File: src/rtl/hi_lo_unit_if.sv
// HI/LO unit bus: EX-stage request, status, and the external divider/multiplier links.
interface hi_lo_unit_if #(
  parameter int unsigned BitWidth = 32
);
  // EX-stage request
  logic                  start;
  logic [2:0]            op;
  logic [BitWidth-1:0]   operandA;
  logic [BitWidth-1:0]   operandB;
  logic                  flush;
  // status and architectural state
  logic                  busy;
  logic                  done;
  logic                  divByZero;
  logic [BitWidth-1:0]   hi;
  logic [BitWidth-1:0]   lo;
  // divider link
  logic                  divEnable;
  logic                  divUnsigned;
  logic [BitWidth-1:0]   divDividend;
  logic [BitWidth-1:0]   divDivisor;
  logic [BitWidth-1:0]   quotient;
  logic [BitWidth-1:0]   remainder;
  // multiplier link
  logic                  mulUnsigned;
  logic [BitWidth-1:0]   mulA;
  logic [BitWidth-1:0]   mulB;
  logic [2*BitWidth-1:0] product;

  // Pipeline plus external arithmetic units
  modport master (
    output start, op, operandA, operandB, flush, quotient, remainder, product,
    input  busy, done, divByZero, hi, lo,
    input  divEnable, divUnsigned, divDividend, divDivisor,
    input  mulUnsigned, mulA, mulB
  );

  // HI/LO sequencer
  modport slave (
    input  start, op, operandA, operandB, flush, quotient, remainder, product,
    output busy, done, divByZero, hi, lo,
    output divEnable, divUnsigned, divDividend, divDivisor,
    output mulUnsigned, mulA, mulB
  );
endinterface

File: src/rtl/hi_lo_unit.sv
// HI/LO register holder and mult/div sequencer: latches operands onto the
// external multiplier or divider, holds them for a fixed window, then commits.
module hi_lo_unit #(
  parameter int unsigned BitWidth  = 32,
  parameter int unsigned DivCycles = 8,
  parameter int unsigned MulCycles = 3
) (
  input logic          clk,
  input logic          reset,
  hi_lo_unit_if.slave  bus
);

  localparam int unsigned MaxCycles = (DivCycles > MulCycles) ? DivCycles : MulCycles;
  localparam int unsigned CntW      = (MaxCycles > 1) ? $clog2(MaxCycles) : 1;

  localparam logic [2:0] OpMult  = 3'd1;
  localparam logic [2:0] OpMultu = 3'd2;
  localparam logic [2:0] OpDiv   = 3'd3;
  localparam logic [2:0] OpDivu  = 3'd4;
  localparam logic [2:0] OpMthi  = 3'd5;
  localparam logic [2:0] OpMtlo  = 3'd6;

  typedef enum logic [1:0] {
    IDLE = 2'd0,
    MUL  = 2'd1,
    DIV  = 2'd2
  } state_t;

  state_t              state;
  logic [CntW-1:0]     cnt;
  logic                busy_q;
  logic                done_q;
  logic                dbz_q;
  logic [BitWidth-1:0] hi_q;
  logic [BitWidth-1:0] lo_q;
  logic                div_en_q;
  logic                div_uns_q;
  logic [BitWidth-1:0] div_a_q;
  logic [BitWidth-1:0] div_b_q;
  logic                mul_uns_q;
  logic [BitWidth-1:0] mul_a_q;
  logic [BitWidth-1:0] mul_b_q;

  // Sequencer: accept, hold operands for the window, commit; flush wins over all
  always_ff @(posedge clk or posedge reset) begin
    if (reset) begin
      state     <= IDLE;
      cnt       <= '0;
      busy_q    <= 1'b0;
      done_q    <= 1'b0;
      dbz_q     <= 1'b0;
      hi_q      <= '0;
      lo_q      <= '0;
      div_en_q  <= 1'b0;
      div_uns_q <= 1'b0;
      div_a_q   <= '0;
      div_b_q   <= '0;
      mul_uns_q <= 1'b0;
      mul_a_q   <= '0;
      mul_b_q   <= '0;
    end else begin
      done_q <= 1'b0;
      if (bus.flush) begin
        state    <= IDLE;
        cnt      <= '0;
        busy_q   <= 1'b0;
        div_en_q <= 1'b0;
      end else begin
        case (state)
          IDLE: begin
            if (bus.start) begin
              case (bus.op)
                OpMult, OpMultu: begin
                  mul_a_q   <= bus.operandA;
                  mul_b_q   <= bus.operandB;
                  mul_uns_q <= (bus.op == OpMultu);
                  cnt       <= CntW'(MulCycles - 1);
                  busy_q    <= 1'b1;
                  state     <= MUL;
                end
                OpDiv, OpDivu: begin
                  div_a_q   <= bus.operandA;
                  div_b_q   <= bus.operandB;
                  div_uns_q <= (bus.op == OpDivu);
                  div_en_q  <= 1'b1;
                  // a fresh nonzero divisor clears the sticky flag at accept
                  if (bus.operandB != '0) dbz_q <= 1'b0;
                  cnt       <= CntW'(DivCycles - 1);
                  busy_q    <= 1'b1;
                  state     <= DIV;
                end
                OpMthi:  hi_q <= bus.operandA;
                OpMtlo:  lo_q <= bus.operandA;
                default: ;
              endcase
            end
          end
          MUL: begin
            if (cnt == '0) begin
              {hi_q, lo_q} <= bus.product;
              done_q       <= 1'b1;
              busy_q       <= 1'b0;
              state        <= IDLE;
            end else begin
              cnt <= cnt - CntW'(1);
            end
          end
          DIV: begin
            if (cnt == '0) begin
              if (div_b_q == '0) begin
                dbz_q <= 1'b1;
              end else begin
                lo_q <= bus.quotient;
                hi_q <= bus.remainder;
              end
              div_en_q <= 1'b0;
              done_q   <= 1'b1;
              busy_q   <= 1'b0;
              state    <= IDLE;
            end else begin
              cnt <= cnt - CntW'(1);
            end
          end
          default: begin
            state    <= IDLE;
            busy_q   <= 1'b0;
            div_en_q <= 1'b0;
          end
        endcase
      end
    end
  end

  assign bus.busy        = busy_q;
  assign bus.done        = done_q;
  assign bus.divByZero   = dbz_q;
  assign bus.hi          = hi_q;
  assign bus.lo          = lo_q;
  assign bus.divEnable   = div_en_q;
  assign bus.divUnsigned = div_uns_q;
  assign bus.divDividend = div_a_q;
  assign bus.divDivisor  = div_b_q;
  assign bus.mulUnsigned = mul_uns_q;
  assign bus.mulA        = mul_a_q;
  assign bus.mulB        = mul_b_q;

endmodule

File: src/flat_wrapper.sv
// flat-port wrapper written by rule: the top's interface ports become plain ports
module hi_lo_unit_flat 
#(
  parameter int unsigned BitWidth  = 32,
  parameter int unsigned DivCycles = 8,
  parameter int unsigned MulCycles = 3
)
  (clk, reset, bus_start, bus_op, bus_operandA, bus_operandB, bus_flush, bus_quotient, bus_remainder, bus_product, bus_busy, bus_done, bus_divByZero, bus_hi, bus_lo, bus_divEnable, bus_divUnsigned, bus_divDividend, bus_divDivisor, bus_mulUnsigned, bus_mulA, bus_mulB);
  hi_lo_unit_if #(.BitWidth(BitWidth)) bus_i ();
  input logic clk;
  input logic reset;
  input wire logic [$bits(bus_i.start)-1:0] bus_start;
  input wire logic [$bits(bus_i.op)-1:0] bus_op;
  input wire logic [$bits(bus_i.operandA)-1:0] bus_operandA;
  input wire logic [$bits(bus_i.operandB)-1:0] bus_operandB;
  input wire logic [$bits(bus_i.flush)-1:0] bus_flush;
  input wire logic [$bits(bus_i.quotient)-1:0] bus_quotient;
  input wire logic [$bits(bus_i.remainder)-1:0] bus_remainder;
  input wire logic [$bits(bus_i.product)-1:0] bus_product;
  output wire logic [$bits(bus_i.busy)-1:0] bus_busy;
  output wire logic [$bits(bus_i.done)-1:0] bus_done;
  output wire logic [$bits(bus_i.divByZero)-1:0] bus_divByZero;
  output wire logic [$bits(bus_i.hi)-1:0] bus_hi;
  output wire logic [$bits(bus_i.lo)-1:0] bus_lo;
  output wire logic [$bits(bus_i.divEnable)-1:0] bus_divEnable;
  output wire logic [$bits(bus_i.divUnsigned)-1:0] bus_divUnsigned;
  output wire logic [$bits(bus_i.divDividend)-1:0] bus_divDividend;
  output wire logic [$bits(bus_i.divDivisor)-1:0] bus_divDivisor;
  output wire logic [$bits(bus_i.mulUnsigned)-1:0] bus_mulUnsigned;
  output wire logic [$bits(bus_i.mulA)-1:0] bus_mulA;
  output wire logic [$bits(bus_i.mulB)-1:0] bus_mulB;
  assign bus_i.start = bus_start;
  assign bus_i.op = bus_op;
  assign bus_i.operandA = bus_operandA;
  assign bus_i.operandB = bus_operandB;
  assign bus_i.flush = bus_flush;
  assign bus_i.quotient = bus_quotient;
  assign bus_i.remainder = bus_remainder;
  assign bus_i.product = bus_product;
  assign bus_busy = bus_i.busy;
  assign bus_done = bus_i.done;
  assign bus_divByZero = bus_i.divByZero;
  assign bus_hi = bus_i.hi;
  assign bus_lo = bus_i.lo;
  assign bus_divEnable = bus_i.divEnable;
  assign bus_divUnsigned = bus_i.divUnsigned;
  assign bus_divDividend = bus_i.divDividend;
  assign bus_divDivisor = bus_i.divDivisor;
  assign bus_mulUnsigned = bus_i.mulUnsigned;
  assign bus_mulA = bus_i.mulA;
  assign bus_mulB = bus_i.mulB;
  hi_lo_unit #(.BitWidth(BitWidth), .DivCycles(DivCycles), .MulCycles(MulCycles)) u_core (.clk(clk), .reset(reset), .bus(bus_i));
endmodule
File: config.mk
export PLATFORM = sky130hd
export DESIGN_NAME = hi_lo_unit_flat
export DESIGN_NICKNAME = d
export VERILOG_FILES = /design/src/rtl/hi_lo_unit_if.sv /design/src/rtl/hi_lo_unit.sv /design/src/flat_wrapper.sv
export SDC_FILE = /design/constraint.sdc
export NUM_CORES = 1
export LEC_CHECK = 0
export ABC_AREA = 1
export CORE_ASPECT_RATIO = 0.9
export CORE_MARGIN = 8
export CORE_UTILIZATION = 41
export DETAILED_ROUTE_END_ITERATION = 6
export PLACE_DENSITY_LB_ADDON = 0.08
export SLEW_MARGIN = 40
export SYNTH_ARGS = -nofsm -noshare
export SYNTH_HDL_FRONTEND = slang
export SYNTH_SLANG_ARGS = --single-unit
File: constraint.sdc
create_clock -name clk -period 8.1 [get_ports clk]
set_input_delay 1.62 -clock clk [delete_from_list [all_inputs] [get_ports clk]]
set_output_delay 1.62 -clock clk [all_outputs]
set_load 0.01 [all_outputs]
---- Word-level counts from Yosys, hierarchy flattened ----
Cells that the tools add are included.
cells by class
  $add $sub $neg .......................... 1
  $lt $le $gt $ge ......................... 0
  multiply operators ...................... 0
  bitwise gates (word level) .............. 1
  multiplexer cells ....................... 40
  reductions and logical operators ........ 20
  equality and inequality tests ........... 25
  shift-type cells ........................ 0
  div/mod/pow operators ................... 0
operator list
  kind                                                                    count
  32-bit 2-to-1 mux                                                       10
  32-bit one-hot mux with 3 select lines                                  2
  32-bit logical NOT                                                      1
  32-bit nonzero test                                                     1
  7-bit AND reduction                                                     3
  4-bit AND reduction                                                     4
  1-bit 2-to-1 mux                                                        15
  2-bit != test (second input constant)                                   6
  3-bit != test (second input constant)                                   4
  3-bit one-hot mux with 2 select lines                                   2
  3-bit equality test (second input constant)                             3
  3-bit 2-to-1 mux                                                        3
  2-bit by 1-bit != test with 1-bit output (second input constant)        4
  2-bit one-hot mux with 2 select lines                                   2
  3-bit by 2-bit equality test with 1-bit output (second input constant)  2
  2-bit 2-to-1 mux                                                        3
  3-bit AND reduction                                                     2
  3-bit nonzero test                                                      2
  2-bit OR reduction                                                      3
  4-bit != test (second input constant)                                   1
  1-bit one-hot mux with 2 select lines                                   2
  4-bit OR reduction                                                      1
  3-bit by 1-bit equality test with 1-bit output (second input constant)  1
  3-bit logical NOT                                                       1
  other kinds (9)                                                         9
storage, ports and cells
  register bits after elaboration ......... 203
  ROM bits ................................ 0
  latch bits .............................. 0
  output and inout bits ................... 198
  memories kept ........................... 0
  word-level logic and storage cells ...... 101
  bits of input ports ..................... 199
  RAM bits ................................ 0

---- Longest topological paths before layout ----
Gate-level depths: netlist (run 1).
  word-level depth ........................ 6
  depth in mapped cells ................... 11
  mapped depth without buffers ............ 10

---- Worst setup path before layout (run 1) ----
No wires, ideal clock.
  kind .................................... input-to-reg
  start point ............................. input port bus_op[0]
  end point ............................... register u_core.lo_q[0] (netlist: u_core.bus.lo[0])
  library setup time ...................... 0.117 ns
  data arrival time ....................... 2.497 ns
  stages on the path ...................... 9
  path slack .............................. 5.486 ns
  data required time ...................... 7.983 ns
  buffers on the path ..................... 1
  path through ............................ inv_1 > nand2_1 > o21ai_0 > inv_1 > nor2_2 > nand3_2 > buf_2 > nand2_1 > nand2_1
between the ends
  cells in the longest elaborated chain, start to end .. 3
RTL lines
  what                           RTL line            RTL
  start, declared                flat_wrapper.sv:13  input wire logic [$bits(bus_i.op)-1:0] bus_op;
  3-bit equality test            hi_lo_unit.sv:72    case (bus.op)
  2-bit != test (no line)        -
  7-bit AND reduction (no line)  -
  end signal, assigned           hi_lo_unit.sv:93    OpMtlo: lo_q <= bus.operandA;
  end signal, assigned           hi_lo_unit.sv:100   {hi_q, lo_q} <= bus.product;
  end signal, assigned           hi_lo_unit.sv:113   lo_q <= bus.quotient;
  end, declared                  hi_lo_unit.sv:35    logic [BitWidth-1:0] lo_q;
No other way between the ends.
A chain may end at the register's enable or synchronous reset.

---- Worst setup path in the final report (run 1) ----
  start point ............................. input port bus_op[0]
  end point ............................... register u_core.lo_q[28] (netlist: u_core.bus.lo[28])
Same word-level chain as after synthesis.

==> results.md, run 1 <==
- Cts hold-fix bufs: 0
- Residual DRC count: 0
- Rows: 54
- CTS tree: yes
- Main combinational cell family by area after synthesis: simple AND/OR/NAND/NOR gates
- Tcrit/Tclk final: 45.68%
- Area share of and/or/nand/nor cells after synthesis: 31.35%
- GR Util met1: 28.16%
- Placed cell areas: 14,080 um^2
- Vias: 9,751
- Fill cells: 2,206
- Slew @ Worst Pin: 0.8506 ns
- CP Launch Type: input pin
- Setup slack, reg-to-reg: 5.06 ns
- Mux cell area share after synthesis: 0%
- Top-area cell type share of the netlist area: 50.83%
- Routability cong.: around 0.86
- Post-Layout Inst Area: around 15,000 um^2
- Sequential area share after synthesis: 50.83%
- Worst R2R Path Depth: 9
- Number of port buffers: 396
- Root Buffer Master: clkbuf_16
- Met3 Usage GRT: 7.541%
- Setup TNS: 0 ns
- LEAKAGE: 0.007331 uW
- Critical Path End: u_core.bus.lo[28]
- WS Path Type: input pin to flop
- Die Wd: around 180 um
- Synth warn: 0
- TritonCTS buffer count: 24
- Top-Level Pins: 397
- Fin. Hold Viols: 0
- #FFs+latches synth: slightly above 200
- Nature of the critical path endpoint: flop
- CP max FO: 33
- Synth Cell Area: roughly 10000 um^2
- DRT Wirelength: 36,140 um
- Vias in the first global route: a little under 10,000
- Worst setup startpoint: bus_op[0]
- Worst r2r dst: u_core.bus.hi[1]
- Clk_skew: 0.01130 ns
- Asr flop ratio synth: between 90% and 100%
- Commonest cells post-synth: nand2_1, dfrtp_1, inv_1
- Placed Cells: between 1,500 and 2,000
- CTS H-tree lvls: 1
- Min-delay src: u_core.bus.lo[7]
- Most used DFF post-synth: dfrtp_1
- Pwr Total: 5478 uW
- Met2 Track Usage GR: between 40% and 50%
- Global route total overflow: 0
- Cell variety after synth: 28
- Fraction of layout cells with a size suffix above 1: between 7 and 8%
- DR iter-0 viols: 700
- Final setup fails: 0
- Die area: 29,640 um^2
- CP Data Required Time: roughly 8.5 ns
- Slew HR: 43.23%
- Vias per cell: between 4 and 5
- Post-DP HPWL: 26,640 um
- EDFF count, synth: 0
- Initial antenna violation count: 1
- Largest cells by area after synthesis: dfrtp_1, nand2_1, o21ai_2, nand4_1, inv_1
- Crit path time final: around 3.7 ns
- Synth Area in Adders: 0.7511%
- Power per cell area: 367.8 nW/um^2
- Hold Crit Class: flop to flop
- Wire length per cell: 18.31 um
- Largest net degree at the start of global routing: 135
- DR pass1 iterations: 5
- Outcome: finished clean
- F_max: 270.2 MHz
- Area grow syn2layout: 49.01%
- Most Crowded Layer GR: met2
- Detail Route Antenna Nets: 0
- Synth Instances: 1,293
- Avg Cell Area, Syn: 7.730 um^2
- Worst-path clk slew: 0.06 ns
- Antenna cell count: 0
- Core area: 24,120 um^2
- MaxCap Viol Count: 0
- Syn_nets: 1,498
- Max IR drop VDD: between 0.2 and 0.25 mV
- Most frequent cell after synthesis: nand2_1
- Post-Synth XOR/XNOR Area: less than 1%
- Worst R2R Start: u_core.state[1]
- Post-CTS Resized: 0
- Complex-gate fraction of the synthesized area: 9.339%
- Area leader, netlist: dfrtp_1
- RSZ-0062 raised after global routing: false
- Nets: 1,855
- DIE HEIGHT: 164.1 um
- Tot GR Track Use: 23.48%
- CTS sink count: 203
- Post-CTS Setup Inserts: 0
- Post-Layout Cell Count: 1,974
- CTS Buffer Depth: 3
- Clk Latency, worst-skew pair: 0.51 ns
- Initial Util: 41.44%
- Max Slew Vio Count: 0
- Crit path arrival time: around 4.1 ns
- First-pass GRT wire length: between 50,000 and 60,000 um
==> cells by family (layout without fill, tap and decap cells) <==
group | after synthesis | after routing
AND/OR/NAND/NOR | 773 | 773
flip-flops | 203 | 203
buffers and inverters | 166 | 539
AO/OA/AOI/OAI | 144 | 144
adder cells (fa/ha/maj) | 6 | 6
XOR/XNOR | 1 | 1
==> worst min path at each step <==
stage	slack [ns]	depth (start not counted)	to
2_1_floorplan	0.50	2	u_core.bus.divByZero
3_3_place_gp	0.45	2	u_core.bus.lo[13]
3_5_place_dp	0.46	2	u_core.bus.lo[20]
4_1_cts	0.47	2	u_core.bus.lo[24]
5_1_grt	0.49	2	u_core.bus.lo[13]
6_report	0.47	2	u_core.bus.lo[7]
==> power breakdown <==
| group | switching [uW] | internal, uW |
|---|---|---|
| Combinational | 1390 | 1230 |
| Sequential | 280 | 1480 |
| Clock | 417 | 686 |
==> per-layer routing <==
layer,share of wire [%],vias to the layer above
li1,-,4795
met1,40,4565
met2,49,343
met3,8.3,46
met4,2.1,2
met5,0.036,-
==> registers in the layout, indices dropped and copies added, names as in the netlist <==
signal,flops
u_core.bus.divDividend,32
u_core.bus.divDivisor,32
u_core.bus.hi,32
u_core.bus.lo,32
u_core.bus.mulA,32
u_core.bus.mulB,32
u_core.cnt,3
u_core.state,2
u_core.bus.busy,1
u_core.bus.divByZero,1
u_core.bus.divEnable,1
u_core.bus.divUnsigned,1
u_core.bus.done,1
u_core.bus.mulUnsigned,1
==> cell usage in the layout, fill, tap and decap left out, types with 5 or more instances in the layout <==
master | synthesis | final
buf_4 | 0 | 11
nand3_1 | 11 | 10
clkbuf_8 | 0 | 5
nor2_1 | 40 | 40
clkdlybuf4s50_1 | 0 | 396
nand4_1 | 72 | 72
dfrtp_1 | 203 | 203
clkbuf_16 | 0 | 24
nand2_1 | 642 | 640
o21ai_1 | 28 | 28
clkbuf_1 | 25 | 6
inv_2 | 6 | 5
o21ai_0 | 55 | 55
o21ai_2 | 55 | 55
inv_1 | 80 | 79
==> worst max-delay path: stages <==
cell	delay, ns
clkdlybuf4s50_1	0.47
inv_1	0.12
nand2_1	0.08
o21ai_0	0.16
inv_1	0.08
nor2_2	0.10
buf_4	0.39
nand3_2	0.72
nand2_1	0.25
nand2_1	0.08
==> final cells by class <==
class                      count  area, um^2  share of cell area, %
tap                          308       385.4                  2.588
inverter                      87       341.6                  2.294
sequential                   203        5080                  34.11
multi-input combinational    924        4175                  28.03
clock buffer                  35       691.9                  4.646
clock inverter                 7       121.4                 0.8149
timing repair buffer         410        4098                  27.51
==> through the flow <==
step,hold slack [ns],util [%],setup WS (ns)
after detailed placement,0.4572,58.37,3.880
after CTS,0.4716,61.74,4.453
after global placement,0.4536,58.17,3.882
final,0.4678,61.74,4.400
after global routing,0.4893,61.74,4.228
after floorplan,0.5048,-,0.9409
Power figures use the tool's default switching activity.
==> run 2, diff against run 1 <==
--- a/config.mk
+++ b/config.mk
@@ -8,7 +8,7 @@
 export ABC_AREA = 1
 export CORE_ASPECT_RATIO = 0.9
 export CORE_MARGIN = 8
-export CORE_UTILIZATION = 41
+export CORE_UTILIZATION = 40
 export DETAILED_ROUTE_END_ITERATION = 6
 export PLACE_DENSITY_LB_ADDON = 0.08
 export SLEW_MARGIN = 40
==> constraint.sdc (replaced) <==
create_clock -name clk -period 3.3 [get_ports clk]
set_input_delay 0.66 -clock clk [delete_from_list [all_inputs] [get_ports clk]]
set_output_delay 0.66 -clock clk [all_outputs]
set_load 0.01 [all_outputs]
==> results.md, run 2 (same netlist as run 1, synthesis figures left out) <==
- Outcome: finished clean
- Post-DP HPWL: 26,860 um
- DRT Wirelength: roughly 36,000 um
- Worst-path cell chain: inv_1 -> ha_2 -> inv_2 -> nor2_4 -> nand2_2 -> nor3b_2 -> inv_6 -> buf_4 -> nand2_1 -> o21ai_2
- Die Wd: 182.6 um
- Hold Crit Class: input pin to async pin
- Nets: 1,858
- Power per cell area: 896.1 nW/um^2
- Most common cell after layout, fill and taps aside: nand2_1
- Top-Level Pins: 397
- Setup TNS: 0 ns
- Initial Util: 40.23%
- Register Area: 5080 um^2
- CTS sink count: slightly above 200
- CTS H-tree lvls: 1
- Slew @ Worst Pin: 0.7470 ns
- Net Sw Frac: between 30% and 40%
- Initial antenna violation count: 3
- Slew HR: about half
- Slowest CP cell: dfrtp_1
- Detail Route Antenna Nets: 0
- Cts hold-fix bufs: 0
- CTS tree: yes
- Clk pwr share: 19.6%
- Largest net degree at the start of global routing: 90
- Core area: about 25,000 um^2
- Fill cells: 2,236
- Residual DRC count: 0
- Post-CTS Setup Inserts: 0
- Power Internal: 8271 uW
- LEAKAGE: 0.007322 uW
- Crit path arrival time: 2.69 ns
- Root Buffer Master: clkbuf_16
- Multi-input gate area: 4175 um^2
- Clk_skew: roughly 0.010 ns
- Max Slew Vio Count: 0
- WHS: 0.4233 ns
- CP max FO: 69
- Gate power share: approximately 48%
- WS Path Type: flop to flop
- Area grow syn2layout: 49.29%
- Fraction of layout cells with a size suffix above 1: 7.549%
- Crit path time final: 2.315 ns
- Tcrit/Tclk final: 70.15%
- Vias: 9,745
- Tot GR Track Use: 23.06%
- CP max stage delay: around 0.41 ns
- Number of port buffers: 396
- DIE HEIGHT: 166.0 um
- Post-CTS Resized: 0
- Die area: slightly above 30,000 um^2
- Clk Latency, worst-skew pair: 0.50 ns
- Reg power frac: roughly a third
- CP Data Required Time: 3.68 ns
- Routability cong.: ~0.9
- RSZ-0062 raised after global routing: false
- Worst-path clk slew: about 0.060 ns
- Fin. Hold Viols: 0
- Rows: 55
- Wire length per cell: 18.00 um
- Max IR drop VDD: around 0.52 mV
- CTS Buffer Depth: 3
- Most frequent cells in the layout: nand2_1, clkdlybuf4s50_1, dfrtp_1
- First-pass GRT wire length: 55,470 um
- DR pass1 iterations: 5
- Psw: 5100 uW
- Vias in the first global route: 9,662
- Final setup fails: 0
- F_max: 432.0 MHz
- Antenna cell count: 0
- MaxCap Viol Count: 0
- DR iter-0 viols: 739
- TritonCTS buffer count: 23
- Global route total overflow: 0
- Vias per cell: 4.846
- CP Launch Type: flop
- Nature of the critical path endpoint: flop
## run 2: cell count changes in the layout (fill, tap and decap cells not counted)
cell,delta
inv_6,+1
clkinvlp_4,+1
inv_4,-1
clkbuf_1,+2
inv_12,-1
clkinv_8,-1
buf_4,+4
buf_12,+1
buf_6,-1
clkbuf_16,-1
clkbuf_8,-1
## run 2: worst paths after layout
kind	from	to	slack (ns)	depth (start not counted)
worst min-delay path	reset	u_core.bus.divDivisor[8]	0.42	2
worst max register to register	u_core.state[1]	u_core.bus.mulB[3]	0.99	10
min in group clk	u_core.bus.hi[12]	u_core.bus.hi[12]	0.47	2
max in group asynchronous	reset	u_core.bus.hi[26]	2.16	3
worst min register to register	u_core.bus.hi[12]	u_core.bus.hi[12]	0.47	2
worst max-delay path	u_core.state[1]	u_core.bus.mulB[3]	0.99	10
## run 2: per-layer routing
layer / GRT usage [%] / share of wire [%] / vias up
met4: 7.232 / 3.2 / 4
met3: 8.311 / 9.4 / 62
met1: 27.86 / 40 / 4531
met2: 37.82 / 47 / 342
li1: - / - / 4806
met5: 0 / 0.061 / -
## run 2: critical path: cells and delay by family, from the launching register on
family,cells,cell delay [ns]
flip-flops,1,0.41
buffers and inverters,4,0.78
adder cells (fa/ha/maj),1,0.27
AND/OR/NAND/NOR,4,0.68
AO/OA/AOI/OAI,1,0.05
## run 2: metrics by stage
step / instance area [um^2] / total power [uW] / util (%) / setup WS [ns] / cells
floorplan: 9998 / 7277 / - / 0.009704 / 1293
global placement: 14150 / 10760 / 56.97 / 0.5058 / 1970
detailed placement: 14150 / 10830 / 56.97 / 0.4531 / 1970
CTS: 14920 / 13520 / 60.05 / 0.9376 / 2011
global route: 14920 / 14260 / 60.06 / 0.8279 / 2011
finish: 14920 / 13370 / 60.06 / 0.9852 / 2011
## run 2: area by class of cell
| cell class | count | area share, % |
|---|---|---|
| Sequential cell | 203 | 34.05 |
| Multi-Input combinational cell | 924 | 27.98 |
| Timing Repair Buffer | 414 | 27.72 |
| Clock inverter | 6 | 0.7044 |
| Clock buffer | 35 | 4.428 |
| Inverter | 87 | 2.247 |
| Tap cell | 342 | 2.868 |
## run 2: power by group through the flow
stage / combinational (uW) / sequential, uW / clock, uW
floorplan: 2490 / 4790 / 0
global placement: 6430 / 4340 / 0
detailed placement: 6490 / 4350 / 0
CTS: 6510 / 4330 / 2680
global route: 7010 / 4470 / 2780
finish: 6420 / 4340 / 2620
==> run 3, diff against run 2 <==
--- a/config.mk
+++ b/config.mk
@@ -8,7 +8,7 @@
 export ABC_AREA = 1
 export CORE_ASPECT_RATIO = 0.9
 export CORE_MARGIN = 8
-export CORE_UTILIZATION = 40
+export CORE_UTILIZATION = 41
 export DETAILED_ROUTE_END_ITERATION = 6
 export PLACE_DENSITY_LB_ADDON = 0.08
 export SLEW_MARGIN = 40
==> constraint.sdc (replaced) <==
create_clock -name clk -period 2.25 [get_ports clk]
set_input_delay 0.45 -clock clk [delete_from_list [all_inputs] [get_ports clk]]
set_output_delay 0.45 -clock clk [all_outputs]
set_load 0.01 [all_outputs]
==> results.md, run 3 (same netlist as run 1, synthesis figures left out) <==
- Setup slack, reg-to-reg: 0.24 ns
- Vias in the first global route: 9,843
- Worst R2R Path Depth: 10
- Power per cell area: 1298 nW/um^2
- Rows: 54
- Placed Cells: 1,946
- Clk_skew: 0.01300 ns
- Crit path time final: roughly 2 ns
- Max Slew Vio Count: 0
- LEAKAGE: 0.007416 uW
- Vias: 9,777
- Slew @ Worst Pin: 0.6846 ns
- CP Launch Type: flop
- Die area: 29,640 um^2
- Vias per cell: approximately 4.9
- DR pass1 iterations: 5
- Nets: 1,868
- CTS Buffer Depth: 3
- Fraction of layout cells with a size suffix above 1: 8.169%
- CP max FO: 64
- Worst-path cell chain: inv_1 -> ha_2 -> inv_2 -> nor2_1 -> nand2_1 -> nor2_1 -> nand2_2 -> buf_4 -> nand4_1 -> nand2_1
- Crit path arrival time: 2.42 ns
- Nature of the critical path endpoint: flop
- Root Buffer Master: clkbuf_16
- Initial Util: approximately two fifths
- Fin. Hold Viols: 0
- WHS: 0.4680 ns
- CP max stage delay: 0.57 ns
- Largest net degree at the start of global routing: 84
- CP Buf/Inv Count: 3
- Worst R2R Start: u_core.state[0]
- First-pass GRT wire length: around 56,000 um
- F_max: 498.3 MHz
- Critical Path Stages: 10
- RSZ-0062 raised after global routing: false
- WS Path Type: flop to flop
- Core area: 24,120 um^2
- DRT Wirelength: 35,950 um
- Post-Layout Cell Count: 1,986
- Slowest CP cell: buf_4
- Worst-path clk slew: 0.06 ns
- Area grow syn2layout: 51.03%
- CP top delay family: buffers and inverters
- Global route total overflow: 0
- Wire length per cell: 18.10 um
- Post-CTS Setup Inserts: 0
- CTS tree: yes
- Die Wd: about 180 um
- DIE HEIGHT: 164.1 um
- Detail Route Antenna Nets: 0
- Post-DP HPWL: 27,250 um
- Outcome: finished clean
- Cts hold-fix bufs: 0
- Initial antenna violation count: 4
- CTS sink count: 203
- CTS H-tree lvls: 1
- Number of port buffers: 396
- CP Data Required Time: ~2.7 ns
- Hold Crit Class: input pin to async pin
- Worst r2r dst: u_core.bus.hi[12]
- Fill cells: 2,195
- Tcrit/Tclk final: approximately 90%
- Top-Level Pins: 397
- DR iter-0 viols: ~750
- TritonCTS buffer count: 23
- Most common cell after layout, fill and taps aside: nand2_1
- MaxCap Viol Count: 0
- Max IR drop VDD: 0.7870 mV
- Routability cong.: 0.8555
- Slew HR: approximately 54%
- Clk Latency, worst-skew pair: 0.50 ns
- Final setup fails: 0
- Most frequent cells in the layout: nand2_1, clkdlybuf4s50_1, dfrtp_1
- Tot GR Track Use: 23.60%
- Residual DRC count: 0
- Post-CTS Resized: 0
==> run 3: worst max-delay path by stage <==
| stage | start | endpoint | slack [ns] |
|---|---|---|---|
| floorplan | reset | u_core.bus.busy | -0.83 |
| global placement | bus_op[2] | u_core.bus.lo[0] | 0.1 |
| detailed placement | bus_op[2] | u_core.bus.lo[25] | 0.04 |
| CTS | u_core.state[0] | u_core.bus.hi[31] | 0.22 |
| global route | u_core.state[0] | u_core.bus.hi[10] | 0.08 |
| finish | u_core.state[0] | u_core.bus.hi[12] | 0.24 |
==> run 3: final cells by class <==
type,instances,area [um^2],share of cell area [%]
clock buffers,34,676.9,4.484
multi-input cells,924,4175,27.66
inverters,87,332.8,2.205
diodes,1,2.502,0.01658
well taps,308,385.4,2.553
clock inverters,5,55.05,0.3647
flip-flops and latches,203,5080,33.65
repair buffers,424,4387,29.06
==> run 3: worst reg2reg max path, delay by kind of cell (launching register included) <==
kind	cells	cell delay (ns)
adder cells (fa/ha/maj)	1	0.22
buffers and inverters	3	0.74
flip-flops	1	0.39
AND/OR/NAND/NOR	6	0.58
==> run 3: metrics by stage <==
stage | power (uW) | setup slack [ns] | area, um^2 | util [%] | setup TNS [ns]
2_1_floorplan | 10670 | -0.8303 | 9998 | - | -168.55
3_3_place_gp | 15970 | 0.09947 | 14360 | 59.53 | 0
3_5_place_dp | 16100 | 0.04268 | 14360 | 59.53 | 0
4_1_cts | 19840 | 0.2232 | 15090 | 62.57 | 0
5_1_grt | 20950 | 0.07849 | 15090 | 62.58 | 0
6_report | 19590 | 0.2431 | 15090 | 62.58 | 0
==> run 3: layer usage <==
metal | global-route usage (%) | part of all wire (%)
met3 | 7.585 | 8.0
met5 | 0 | 0.097
met2 | 40.44 | 49
met1 | 28.36 | 41
met4 | 6.494 | 2.6
==> run 3: report_power, final <==
part / leakage [uW] / switching (uW) / total [uW] / internal [uW]
Combinational: 0.00448 / 4990 / 9630 / 4640
Sequential: 0.00258 / 1010 / 6320 / 5310
Clock: 0.000355 / 1460 / 3640 / 2180
